**src/rtl/rv32_reg_file.sv**
```systemverilog
// RV32I integer register file (x0..x31, x0 hardwired to zero); two combinational read ports, one write port.
// Reads are zero latency, writes land on the rising clk edge; no backpressure, every write is accepted.
module rv32_reg_file #(
    parameter int DATA_W = 32,
    parameter int ADDR_W = 5
) (
    input  logic              clk,
    input  logic              rst,
    input  logic              rg_wrt_en,
    input  logic [ADDR_W-1:0] rg_wrt_dest,
    input  logic [DATA_W-1:0] rg_wrt_data,
    input  logic [ADDR_W-1:0] rg_rd_addr1,
    input  logic [ADDR_W-1:0] rg_rd_addr2,
    output logic [DATA_W-1:0] rg_rd_data1,
    output logic [DATA_W-1:0] rg_rd_data2
);

    localparam int DEPTH = 2 ** ADDR_W;

    logic [DATA_W-1:0] regs [DEPTH];

    // Reset wins over a write on the same edge; entry 0 is never written so it stays cleared.
    always_ff @(posedge clk) begin
        if (!rst) begin
            for (int i = 0; i < DEPTH; i++) begin
                regs[i] <= '0;
            end
        end else if (rg_wrt_en && (rg_wrt_dest != '0)) begin
            regs[rg_wrt_dest] <= rg_wrt_data;
        end
    end

    // No write-to-read bypass: forwarding is handled outside the register file.
    assign rg_rd_data1 = (rg_rd_addr1 == '0) ? '0 : regs[rg_rd_addr1];
    assign rg_rd_data2 = (rg_rd_addr2 == '0) ? '0 : regs[rg_rd_addr2];

endmodule

```
**config.mk**
```make
export PLATFORM = sky130hd
export DESIGN_NAME = rv32_reg_file
export DESIGN_NICKNAME = d
export VERILOG_FILES = /design/src/rtl/rv32_reg_file.sv
export SDC_FILE = /design/constraint.sdc
export NUM_CORES = 2
export LEC_CHECK = 0
export ABC_AREA = 1
export BUFFER_PORTS_ARGS = -buffer_cell sky130_fd_sc_hd__buf_4
export CAP_MARGIN = 20
export CORE_MARGIN = 8
export CORE_UTILIZATION = 35
export CTS_CLUSTER_SIZE = 28
export DETAILED_ROUTE_END_ITERATION = 10
export HOLD_SLACK_MARGIN = 0.03
export PLACE_DENSITY = 0.52
export SYNTH_ARGS = -nofsm -noshare
export SYNTH_HDL_FRONTEND = slang
export SYNTH_SLANG_ARGS = --single-unit
```
**constraint.sdc**
```tcl
create_clock -name clk -period 2.5 [get_ports clk]
set_clock_uncertainty 0.2 [all_clocks]
set_input_delay 0.25 -clock clk [delete_from_list [all_inputs] [get_ports clk]]
set_output_delay 0.25 -clock clk [all_outputs]
set_load 0.01 [all_outputs]
```
Word-level counts from Yosys, hierarchy flattened --
Memories as Yosys holds them, arrays and structs flattened. Cells that the tools add are included.
Storage, ports and cells: flip-flop bits (word level) 0, memories 1, bits in writable memories 1024, word-level logic and storage cells 15
Memory list:
- regs | depth 32, bits a word 32, rd ports 2, clocked after Yosys merged registers in 0, write ports 32, line 20 | logic [DATA_W-1:0] regs [DEPTH];
Cells by class: reduce and logical (&&, ||, !) cells 5, mux-type cells 9
Operators by type and width (count):
- 2-to-1 mux 32 bit | 3
- OR reduction 32 bit | 1
- zero test 5 bit | 2
- 2-to-1 mux 1 bit | 5
- 2-to-1 mux 5 bit | 1
- nonzero test 5 bit | 1
- logical AND 1 bit | 1

Logic depth before layout (Yosys ltp) --
word-level depth 7, gate-level depth with buffers 13, gate-level depth less buffers 10

Worst setup path after synthesis --
OpenSTA, ideal clock, no wires.
path kind input to register, start point in rg_wrt_dest[3], end point mem regs[10][0], enable pin, setup time 0.389 ns, arrival time 1.881 ns, path buffers 1, setup slack 0.029 ns, stages on the path 11, required time 1.911 ns, cells stage by stage inv_1 -> nand3_1 -> inv_1 -> nand2_1 -> nand3_1 -> inv_1 -> nand3_1 -> inv_1 -> nand2_1 -> buf_2 -> nand2_1
RTL lines:
- start, declared | line 10 | input logic [ADDR_W-1:0] rg_wrt_dest,
- end, declared | line 20

==> metrics <==
CTS clock-pin slew for the worst setup and hold paths=0.06 ns; fin cells=9764; startpoint class of the critical path=register; status=complete, but fails checks; first-pass detailed-route iteration total=8; Logic pwr share=0.167; Sw Share=0.286; Most flops, register=regs; DRC Markers=0; Cell Int Power=0.0325 W; clock sink count=1024; Starting Density=0.352; vias in the first global route=52200; most common cell after layout, fill and taps aside=nand2_1; CTS Buf Count=roughly 120; die width=418 um; hold_sp=rg_wrt_dest[3]; Worst setup EP type=primary output; row count=147; Max-Cap Viols=0; largest net degree at the start of global routing=59; failing checks=setup timing; I/O pins=114; share of cells above drive strength 1=0.178; fin crit share=1.04; placed cell count=9520; Syn Inst Count=7255; sequential fraction of the synthesis area=0.543; static leakage=around 29 nW; Req. time, crit path=2.05 ns; final core occ=0.440; first-pass GRT wire length=355 mm; PortBufs=between 100 and 150; clk buf depth=3; final hold slack=0.0695 ns; total grt overflow=0; initial antenna violation count=0; Hold Fails Final Rpt=0; # diodes=0; routability cong.=0.880; Avg Inst Size Synth=between 7 and 8 um^2; max FFs per register=1024; FF+latch count, synth=about 1000; Final Setup Violations=28; Final ANT Viol Nets=0; Tmin final=2.60 ns; TritonCTS clock tree=yes; # fillers=15700; H-tree depth=3; Synth-to-Final Area Change=24.8%; Top Registers=regs (1024); die footprint=175000 um^2; core box area=161000 um^2; layout net count=7555; WP data arrival=approximately 2.2 ns; clock share of power=0.386; final WL=248 mm; Crit Path Category=register to primary output; Vias=54600; GRT Overall Usage=0.273; worst min path class=input pin to register; Syn Std Cell Area=56700 um^2; CTS Root Cell=clkbuf_16; Worst Setup Slack, final=-0.0988 ns; Max VDD drop=553 uV; most frequent cells in the layout=nand2_1 (1895), nor2_1 (1623), edfxtp_1 (1024); RSZ-0062 raised after global routing=yes; Critical path origin=regs[6][7]; final slew viol count=0; HPWL after DPL=~160 mm; DRT iter0 DRCs=7340; Synth cell types=20; worst-path fanout max=2; Max Freq=0.385 GHz; Ys Warns=0; Slew @ Worst Pin=approximately 0.77 ns; Die Ht=418 um; sequential share of power=0.447; PD cells=about 640 nW/um^2; net switching power=between 0.01 and 0.015 W; wire per inst=~25 um; Slew HR=0.485; DR vias/cell=5.60
==> synth_stat cells <==
cell type | n | share of area
clkinv_1 | 3 | 0.00020
inv_2 | 2 | 0.00013
buf_1 | 49 | 0.0032
o21ai_0 | 396 | 0.035
clkbuf_1 | 288 | 0.019
edfxtp_1 | 1024 | 0.54
nor2_1 | 1790 | 0.12
nand2_1 | 2084 | 0.14
conb_1 | 1 | 0.000066
o21ai_1 | 39 | 0.0034
nor3_1 | 8 | 0.00071
clkbuf_2 | 1 | 0.000088
buf_4 | 25 | 0.0033
a21oi_1 | 121 | 0.011
nand4_1 | 1 | 0.00011
buf_2 | 255 | 0.023
nand3_1 | 984 | 0.087
buf_6 | 10 | 0.0020
inv_1 | 151 | 0.010
o211ai_1 | 23 | 0.0030
==> per-stage QoR <==
step / total power, W / setup TNS [ns] / setup slack, ns / area (um^2)
6_report: 0.0455 / -0.932 / -0.0988 / 70700
5_1_grt: 0.0468 / -6.29 / -0.193 / 70700
4_1_cts: 0.0454 / -3.09 / -0.153 / 69900
3_5_place_dp: 0.0275 / -1.86 / -0.162 / 64300
3_3_place_gp: 0.0275 / -1.94 / -0.158 / 64300
2_1_floorplan: 0.0240 / 0 / 0.0295 / 56800
==> power groups by stage <==
| stage | Combinational [W] | Sequential [W] | Clock, W |
|---|---|---|---|
| after floorplan | 0.00348 | 0.0205 | 0 |
| after global placement | 0.00683 | 0.0206 | 0 |
| after detailed placement | 0.00686 | 0.0207 | 0 |
| after CTS | 0.00735 | 0.0203 | 0.0177 |
| after global routing | 0.00810 | 0.0204 | 0.0183 |
| final | 0.00761 | 0.0203 | 0.0175 |
==> cells by family (layout without fill, tap and decap cells) <==
kind of cell           count (synthesis)  count (layout)  synth area share
AO/OA/AOI/OAI                        579             579            0.0522
buffers and inverters                784            1102            0.0606
other                                  1              32         0.0000662
AND/OR/NAND/NOR                     4867            4867             0.344
flip-flops                          1024            1024             0.543
==> worst max-delay path, cell delays in order, from the launching register on <==
cell	delay [ns]
edfxtp_1	0.41
buf_4	0.16
nand2_2	0.05
nand3_1	0.06
nand3_1	0.07
nand2_1	0.08
nor2_1	0.12
buf_4	0.15
nand2_4	0.06
nand2_4	0.06
nor2_4	0.05
buf_6	0.12
==> timing repair <==
action                                  4_1_cts  5_1_grt
endpoints found under the hold margin       992        0
gates resized for setup                     485      203
hold buffers                                 32        0
endpoints found under the setup margin       64       64
pin swaps                                   315      197
cloned                                        0        2
setup buffers                                16       11
==> worst paths after layout <==
path                        endpoint  cells after the start
worst max-delay path  rg_rd_data2[7]                     11
worst min-delay path     regs[5][29]                      5
==> area by class of cell <==
| cell class | instances | area, um^2 | share of cell area |
|---|---|---|---|
| clock inverter | 85 | 733 | 0.0104 |
| tap | 2160 | 2700 | 0.0382 |
| sequential | 1024 | 30700 | 0.435 |
| multi-input combinational | 5478 | 24800 | 0.350 |
| clock buffer | 133 | 3090 | 0.0438 |
| inverter | 156 | 628 | 0.00889 |
| timing repair buffer | 728 | 8020 | 0.113 |
==> layer usage <==
metal | vias to the layer above | GRT usage | routed length [um]
met3 | 727 | 0.0466 | 23700
met5 | - | 0 | 0
met2 | 3249 | 0.434 | 113000
met1 | 26400 | 0.352 | 95900
met4 | 0 | 0.154 | 15900
li1 | 24300 | - | -
Power figures use the tool's default switching activity.
